**src/rtl/mem_ctrl_pkg.sv**
```systemverilog
// Shared types and constants for the data-memory access sequencer:
// FSM state encoding, the two memory opcodes and the load/store funct3 codes.
package mem_ctrl_pkg;

    typedef enum logic [1:0] {
        ST_IDLE  = 2'b00,
        ST_BUSY  = 2'b01,
        ST_DONE  = 2'b10,
        ST_FAULT = 2'b11
    } mem_state_t;

    localparam logic [6:0] OP_LOAD  = 7'b0000011;
    localparam logic [6:0] OP_STORE = 7'b0100011;

    // Bit 2 of funct3 marks the unsigned load variants; stores never set it.
    localparam logic [2:0] F3_B  = 3'b000;
    localparam logic [2:0] F3_H  = 3'b001;
    localparam logic [2:0] F3_W  = 3'b010;
    localparam logic [2:0] F3_BU = 3'b100;
    localparam logic [2:0] F3_HU = 3'b101;

    localparam int WAIT_W = 8;

endpackage

```
**src/rtl/mem_lane_steer.sv**
```systemverilog
// Combinational byte-lane steering: replicates store data across lanes,
// builds big-endian byte enables, checks alignment and picks the load shift.
module mem_lane_steer
    import mem_ctrl_pkg::*;
(
    input  logic [2:0]  funct3,
    input  logic [1:0]  byte_off,
    input  logic [31:0] store_data,
    output logic [31:0] wdata,
    output logic [3:0]  wmask,
    output logic        aligned,
    output logic [4:0]  load_shift
);

    // Byte offset 0 lives in lane 3, so masks shift right as the offset grows.
    always_comb begin
        wdata      = store_data;
        wmask      = 4'b0000;
        aligned    = 1'b0;
        load_shift = {byte_off, 3'b000};
        case (funct3)
            F3_B, F3_BU: begin
                wdata   = {4{store_data[7:0]}};
                wmask   = 4'b1000 >> byte_off;
                aligned = 1'b1;
            end
            F3_H, F3_HU: begin
                wdata   = {2{store_data[15:0]}};
                wmask   = (byte_off == 2'b00) ? 4'b1100 : 4'b0011;
                aligned = ~byte_off[0];
            end
            F3_W: begin
                wdata   = store_data;
                wmask   = 4'b1111;
                aligned = (byte_off == 2'b00);
            end
            default: begin
                aligned = 1'b0;
            end
        endcase
    end

endmodule

```
**src/rtl/mem_access_ctrl.sv**
```systemverilog
// Load/store sequencer between execute and the shared data-memory port:
// runs one req/ack bus transaction per access, stalls execute, and times out.
module mem_access_ctrl #(
    parameter int XLEN    = 32,
    parameter int TIMEOUT = 64
) (
    input  logic            clk,
    input  logic            reset,
    input  logic            valid,
    input  logic [11:0]     operation,
    input  logic [XLEN-1:0] addr,
    input  logic [XLEN-1:0] store_data,
    output logic            stall,
    output logic            done,
    output logic            fault,
    output logic [31:0]     memData,
    output logic            mem_req,
    output logic            mem_we,
    output logic [31:0]     mem_addr,
    output logic [31:0]     mem_wdata,
    output logic [3:0]      mem_wmask,
    input  logic            mem_ack,
    input  logic [31:0]     mem_rdata
);

    import mem_ctrl_pkg::*;

    localparam logic [WAIT_W-1:0] WAIT_LAST = WAIT_W'(TIMEOUT - 1);
    localparam logic [WAIT_W-1:0] WAIT_MAX  = '1;

    mem_state_t        state;
    mem_state_t        next_state;
    logic [WAIT_W-1:0] wait_cnt;
    logic [4:0]        shift_q;
    logic [31:0]       mem_data_q;

    logic [6:0]  opcode;
    logic [2:0]  funct3;
    logic        is_load;
    logic        is_store;
    logic        start;
    logic        legal;
    logic        accept;
    logic [31:0] lane_wdata;
    logic [3:0]  lane_wmask;
    logic        lane_aligned;
    logic [4:0]  lane_shift;
    logic        enter_busy;
    logic        leave_busy;
    logic        unused_op_bits;

    assign opcode         = operation[6:0];
    assign funct3         = operation[9:7];
    assign unused_op_bits = ^operation[11:10];
    assign is_load        = (opcode == OP_LOAD);
    assign is_store       = (opcode == OP_STORE);
    assign start          = valid & (is_load | is_store);

    mem_lane_steer u_steer (
        .funct3     (funct3),
        .byte_off   (addr[1:0]),
        .store_data (store_data[31:0]),
        .wdata      (lane_wdata),
        .wmask      (lane_wmask),
        .aligned    (lane_aligned),
        .load_shift (lane_shift)
    );

    // Unsigned funct3 codes only exist for loads, so a store using one is illegal.
    assign legal  = lane_aligned & (is_load | ~funct3[2]);
    assign accept = start & legal;

    always_comb begin
        next_state = state;
        case (state)
            ST_IDLE: begin
                if (start) begin
                    next_state = legal ? ST_BUSY : ST_FAULT;
                end
            end
            ST_BUSY: begin
                if (mem_ack) begin
                    next_state = ST_DONE;
                end else if (wait_cnt == WAIT_LAST) begin
                    next_state = ST_FAULT;
                end
            end
            ST_DONE: begin
                next_state = accept ? ST_BUSY : ST_IDLE;
            end
            ST_FAULT: begin
                next_state = ST_IDLE;
            end
            default: begin
                next_state = ST_IDLE;
            end
        endcase
    end

    assign stall = (state == ST_BUSY) |
                   (((state == ST_IDLE) | (state == ST_DONE)) & accept);
    assign done    = (state == ST_DONE);
    assign fault   = (state == ST_FAULT);
    assign memData = mem_data_q;

    assign enter_busy = (state != ST_BUSY) & (next_state == ST_BUSY);
    assign leave_busy = (state == ST_BUSY) & (next_state != ST_BUSY);

    // Bus outputs are loaded on entry to BUSY and cleared on exit, so they are
    // glitch-free registers and the write strobes are quiet whenever req is low.
    always_ff @(posedge clk or posedge reset) begin
        if (reset) begin
            state      <= ST_IDLE;
            wait_cnt   <= '0;
            shift_q    <= '0;
            mem_data_q <= 32'h0;
            mem_req    <= 1'b0;
            mem_we     <= 1'b0;
            mem_wmask  <= 4'b0000;
            mem_addr   <= 32'h0;
            mem_wdata  <= 32'h0;
        end else begin
            state <= next_state;
            if (enter_busy) begin
                mem_req   <= 1'b1;
                mem_we    <= is_store;
                mem_wmask <= lane_wmask;
                mem_addr  <= {addr[31:2], 2'b00};
                mem_wdata <= lane_wdata;
                shift_q   <= lane_shift;
                wait_cnt  <= '0;
            end else if (leave_busy) begin
                mem_req   <= 1'b0;
                mem_we    <= 1'b0;
                mem_wmask <= 4'b0000;
            end else if ((state == ST_BUSY) && (wait_cnt != WAIT_MAX)) begin
                wait_cnt <= wait_cnt + 1'b1;
            end
            if ((state == ST_BUSY) && mem_ack && !mem_we) begin
                mem_data_q <= mem_rdata << shift_q;
            end
        end
    end

endmodule

```
**config.mk**
```make
export PLATFORM = sky130hd
export DESIGN_NAME = mem_access_ctrl
export DESIGN_NICKNAME = d
export VERILOG_FILES = /design/src/rtl/mem_ctrl_pkg.sv /design/src/rtl/mem_lane_steer.sv /design/src/rtl/mem_access_ctrl.sv
export SDC_FILE = /design/constraint.sdc
export NUM_CORES = 1
export LEC_CHECK = 0
export CAP_MARGIN = 20
export CORE_MARGIN = 3
export CORE_UTILIZATION = 44
export DETAILED_ROUTE_END_ITERATION = 8
export PLACE_DENSITY = 0.76
export SETUP_SLACK_MARGIN = 0.02
export SYNTH_ARGS = -nofsm -noshare
export SYNTH_HDL_FRONTEND = slang
export SYNTH_HIERARCHICAL = 1
export SYNTH_SLANG_ARGS = --single-unit
```
**constraint.sdc**
```tcl
create_clock -name clk -period 8.25 [get_ports clk]
set_input_delay 2.475 -clock clk [delete_from_list [all_inputs] [get_ports clk]]
set_output_delay 2.475 -clock clk [all_outputs]
set_load 0.05 [all_outputs]
```
=== After elaboration in Yosys (flattened, before gate mapping) ===
Cells that the tools add are included.

* Add/subtract/negate cells: 1
* Equality and inequality tests: 15
* Shift operators: 2
* Mux-type cells: 18
* Bitwise logic cells: 12
* Reductions and logical operators: 12

{| class="wikitable"
|+ Operators with widths
! operator !! number
|-
| one-hot mux 32 bit (2 select lines) || 1
|-
| << shifter 32 x 5 -> 32 bit || 1
|-
| 2-to-1 mux 8 bit || 3
|-
| 2-to-1 mux 4 bit || 3
|-
| one-hot mux 4 bit (3 select lines) || 1
|-
| adder 8 x 1 -> 8 bit, second input constant || 1
|-
| equality test 8 x 6 -> 1 bit, second input constant || 1
|-
| 2-to-1 mux 2 bit || 4
|-
| != test 8 bit, second input constant || 1
|-
| one-hot mux 2 bit (4 select lines) || 1
|-
| equality test 7 x 2 -> 1 bit, second input constant || 1
|-
| equality test 7 x 6 -> 1 bit, second input constant || 1
|-
| AND 1 bit || 6
|-
| equality test 3 bit, second input constant || 2
|-
| equality test 2 x 1 -> 1 bit, second input constant || 2
|-
| equality test 2 bit, second input constant || 2
|-
| zero test 2 bit || 2
|-
| 2-to-1 mux 1 bit || 4
|-
| != test 2 x 1 -> 1 bit, second input constant || 2
|-
| bitwise OR 1 bit || 4
|-
| nonzero test 2 bit || 2
|-
| OR reduction 2 bit || 2
|-
| right shift 4 x 2 -> 4 bit, first input constant || 1
|-
| equality test 3 x 1 -> 1 bit, second input constant || 1
|-
| 8 further kinds || 11
|}

* Register bits after elaboration: 112
* Logic and storage cells: 69

=== Depth between registers and ports, before layout ===
* Depth in word-level cells: 11
* Gate-level depth with buffers: 12

=== By module ===
The synthesis kept the hierarchy.

{| class="wikitable"
|+ Modules (own cells, without submodules)
! module !! times used !! cells each !! area an instance (sq um)
|-
| mem_access_ctrl || 1 || 557 || 6319.8
|-
| mem_lane_steer || 1 || 74 || 578.1
|}

=== Worst setup path after synthesis ===
No wires, ideal clock.

* Path type: in2out
* Start point: input port operation[7]
* End point: output port stall
* Data arrival time: 3689 ps
* Path slack: 2086 ps
* Stages: 7
* Path buffers: 2
* Cells stage by stage: buf_4 > buf_6 > a21oi_1 > a21o_1 > a21boi_0 > nand4_1 > nand2_1

* Cells in the longest elaborated chain, start to end: 7
* Elaborated cells on any way between the ends: 12
* Classes of those cells: eq/ne (4); mux (1); bitwise (4); reduce/logical (3)

{| class="wikitable"
|+ Ends and longest elaborated chain
! item !! line !! text
|-
| start: declaration || mem_access_ctrl.sv:10 || <nowiki>input logic [11:0] operation,</nowiki>
|-
| equality test 3 x 1 -> 1 bit (tied with other cells) || mem_lane_steer.sv:21 || <nowiki>case (funct3)</nowiki>
|-
| OR reduction 2 bit || mem_lane_steer.sv:21 ||
|-
| one-hot mux 1 bit (3 select lines) (*) || mem_lane_steer.sv:21 ||
|-
| named net lane_aligned || mem_access_ctrl.sv:46 || <nowiki>logic lane_aligned;</nowiki>
|-
| AND 1 bit (*) || mem_access_ctrl.sv:70 || <nowiki>assign legal = lane_aligned & (is_load | ~funct3[2]);</nowiki>
|-
| AND 1 bit (*) || mem_access_ctrl.sv:71 || <nowiki>assign accept = start & legal;</nowiki>
|-
| AND 1 bit (*) || mem_access_ctrl.sv:101 || <nowiki>(((state == ST_IDLE) | (state == ST_DONE)) & accept);</nowiki>
|-
| bitwise OR 1 bit (*) || mem_access_ctrl.sv:100 || <nowiki>assign stall = (state == ST_BUSY) |</nowiki>
|-
| end: declaration || mem_access_ctrl.sv:13 || <nowiki>output logic stall,</nowiki>
|}

Mark *: on every way through the listed nets, which the timed path passes. The rest lies on a longest branch.

=== Worst setup path after layout ===
* Start point: input port addr[0]
* End point: output port stall

* Cells in the longest elaborated chain, start to end: 6
* Elaborated cells on any way between the ends: 7
* Classes of those cells: mux (1); bitwise (5); reduce/logical (1)

{| class="wikitable"
|+ Ends and longest elaborated chain
! item !! line !! text
|-
| start: declaration || mem_access_ctrl.sv:11 || <nowiki>input logic [XLEN-1:0] addr,</nowiki>
|-
| zero test 2 bit / inverter 1 bit (equally long branches) || mem_lane_steer.sv:35, mem_lane_steer.sv:30 ||
|-
| one-hot mux 1 bit (3 select lines) (*) || mem_lane_steer.sv:21 ||
|-
| named net lane_aligned || mem_access_ctrl.sv:46 ||
|-
| AND 1 bit (*) || mem_access_ctrl.sv:70 ||
|-
| AND 1 bit (*) || mem_access_ctrl.sv:71 ||
|-
| AND 1 bit (*) || mem_access_ctrl.sv:101 ||
|-
| bitwise OR 1 bit (*) || mem_access_ctrl.sv:100 ||
|}

Marks and branches as above.

==> flow_summary_export.csv <==
group,metric,value,unit
job,cap_violations,0,
logic_synthesis,synth.ff_latch_count,115,
global_route,grt_pass1_wl,33430,um
worst_setup_path,end_kind,"output port",
finish,drive_gt1_frac,0.2048,
detailed_routing,drc_errors,0,
clock_tree,cts_buffers,17,
worst_setup_path,timing.rr.start,"wait_cnt[0]",
global_route,grt_overflow,0,
logic_synthesis,synth.area.top_cells,"dfrtp_1 42%, mux2_2 16%, mux2i_1 8.3%, mux4_2 5.9%, nand2_1 3.2%",
logic_synthesis,syn_inst,631,
pwr,p_total,2.852,mW
floorplanning,pin_count,217,
sta,fmax,139.2,MHz
clock_tree,htree_levels,4,
logic_synthesis,synthFlopType,"dfrtp_1",
clock_tree,path_clk_slew,0.05,ns
pwr,p_leak,3.981,nW
worst_setup_path,worstSetupPathType,"in2out",
floorplanning,start_util,0.4521,
logic_synthesis,synth_area,6898,um^2
sta,setup_tns,0,ns
logic_synthesis,synth_edf_count,0,
pwr,internal-power,1.648,mW
pwr,vdd_drop_max,0.0001756,V
detailed_routing,ant_nets,0,
sta,tightest_slew,0.9603,ns
global_route,grt_max_degree,78,
sta,drv_slew,0,
logic_synthesis,yosys.area.top_type,"dfrtp_1",
placement,place.gp.congestion,0.9298,
worst_setup_path,worstPathRequired,5.78,ns
finish,syn_to_final_growth,39.31,%
pwr,clkPwrFrac,0.245,
sta,rsz0062_at_grt,"no",
sta,hold_slack,0.4853,ns
finish,nets,928,
min_path,hp-class,"reg2reg",
logic_synthesis,ys_warn_count,6,
clock_tree,cts_setup_buffers,0,
sta,skew,0.006868,ns
global_route,grt_pass1_vias,6243,
logic_synthesis,yosysMostFrequentCell,"dfrtp_1",
logic_synthesis,yosys-top-cells-count,"115 x dfrtp_1, 98 x mux2_2, 58 x nand2_1, 57 x mux2i_1, 40 x o21ai_0",
pwr,switching_share,0.4222,
logic_synthesis,synth_cell_type_count,59,
floorplanning,die_w,131.2,um
detailed_routing,wl,20810,um
sta,timing.final.crit_share,0.8708,
clock_tree,postCtsHoldBufs,0,
min_path,hold_start,"memData[15]",
worst_setup_path,setup.worst_path.start,"addr[0]",
sta,period_minus_slack,7.184,ns
logic_synthesis,syn_area_per_cell,10.93,um^2
finish,diodes,0,
sta,finalSetupViolations,0,
floorplanning,die_area,17210,um^2
pwr,p_switching,1.204,mW
clock_tree,root_buffer,"clkbuf_16",
clock_tree,ctsResizeCount,0,
detailed_routing,avgRoutedWirePerCell,20.08,um
detailed_routing,via_per_inst,5.643,
global_route,grtUsageTotal,0.2409,
placement,detailed_place_hpwl,15650,um
worst_setup_path,critPathArrivalTime,4.71,ns
worst_setup_path,cp_common_cell,"clkdlybuf4s50_1",
detailed_routing,vias,5846,
worst_setup_path,worstPathCellList,"clkdlybuf4s50_1 -> nor2_1 -> a21o_1 -> a21boi_0 -> nand4_1 -> nand2_1 -> clkdlybuf4s50_1",
clock_tree,clock-sinks,115,
floorplanning,rows,45,
global_route,antenna_found_initial,1,
sta,hold_viol_final,0,
worst_setup_path,critPathSlowestCell,"clkdlybuf4s50_1",
pwr,combPwrFrac,0.467,
sta,maxSlewHeadroom,0.3598,
pwr,power_density,296.8,nW/um^2
floorplanning,core_area,15260,um^2
clock_tree,clock_latency,0.42,ns
logic_synthesis,seq_area_frac_synth,0.4172,
logic_synthesis,synth_top_area_share,0.4172,
detailed_routing,first_iter_violations,343,
detailed_routing,dr.pass1.iters,5,
worst_setup_path,path_max_fanout,7,
clock_tree,cts_tree,"done",
worst_setup_path,worstSetupStartpointType,"input pin",
placement,io_buffers,212,
worst_setup_path,max_stage_delay,0.81,ns
logic_synthesis,async_flop_share,1.000,
floorplanning,die_h,131.2,um
outcome,status,"finished clean",
pwr,p_seq_frac,0.288,
clock_tree,cts_buffer_depth,2,
==> path summary, 6_finish.rpt <==
| kind | slack, ns | to | cells past startpoint |
|---|---|---|---|
| setup / recovery | 1.07 | stall | 7 |
| hold / removal | 0.49 | memData[15] | 2 |
| setup reg to reg | 4.72 | mem_addr[6] | 9 |
| hold reg to reg | 0.49 | memData[15] | 2 |
| max in group asynchronous | 4.39 | shift_q[1] | 3 |
| min in group asynchronous | 2.44 | mem_addr[11] | 2 |
==> layer usage <==
metal	vias to the layer above	part of all wire	track usage
met5	-	0.00043	0
met4	2	0.027	0.08285
met3	45	0.11	0.1022
met2	268	0.47	0.3897
met1	2853	0.39	0.2906
li1	2678	-	-
==> registers in the layout, indices dropped and copies added, names as in the netlist <==
signal and flops:
wait_cnt 8, mem_we 1, state 2, mem_wdata 32
memData 32, shift_q 5, mem_req 1, mem_addr 30
mem_wmask 4
==> cells in the final DEF (no fill, tap or decap), types with 6 or more instances in the layout <==
cell	instances
o31ai_1	9
nor2_1	33
a21oi_1	9
clkdlybuf4s50_1	212
clkbuf_16	17
buf_4	6
a22o_1	10
mux2_2	98
nand2b_1	8
o21ai_0	40
nand2_1	58
nand3_1	15
nor3_1	6
mux2i_1	57
mux4_2	18
dfrtp_1	114
o22ai_1	9
==> worst max-delay path: cells and delay by family <==
| family | cells | cell delay [ns] |
|---|---|---|
| simple gates | 3 | 0.46 |
| buf+inv | 2 | 1.35 |
| compound gates | 2 | 0.42 |
==> power groups by stage <==
stage	Combinational, mW	Sequential, mW	Clock [mW]
2_1_floorplan	0.522	1.18	0
6_report	1.33	0.822	0.699
5_1_grt	1.40	0.842	0.736
3_3_place_gp	1.29	0.834	0
3_5_place_dp	1.30	0.844	0
4_1_cts	1.31	0.837	0.711
==> area by class of cell <==
type                    instances  area [um^2]
clock buffers                  18        439.2
clock inverters                14        130.1
fillers                      1214         5649
inverters                       9        36.28
multi-input cells             450         3674
flip-flops and latches        115         2879
well taps                     211        264.0
repair buffers                219         2187
==> through the flow <==
step	cells	setup slack [ns]	utilization	instance area, um^2
2_1_floorplan	634	2.086	-	6909
3_3_place_gp	1003	1.097	0.5911	9020
4_1_cts	1035	1.066	0.6285	9589
5_1_grt	1036	0.9574	0.6298	9609
3_5_place_dp	1003	1.063	0.5911	9020
6_report	1036	1.066	0.6298	9609
==> cells by family (layout without fill, tap and decap cells) <==
family          Yosys count  after routing  share of synthesized area
simple gates            147            147                     0.1010
mux                     173            173                     0.3015
buf+inv                  69            260                    0.05224
fa+ha+maj                 4              4                   0.007256
other cells               2              5                   0.001089
xor+xnor                  1              1                   0.001270
flops                   115            115                     0.4172
compound gates          120            120                     0.1184
Note: power is estimated with default switching activity, not from simulation.
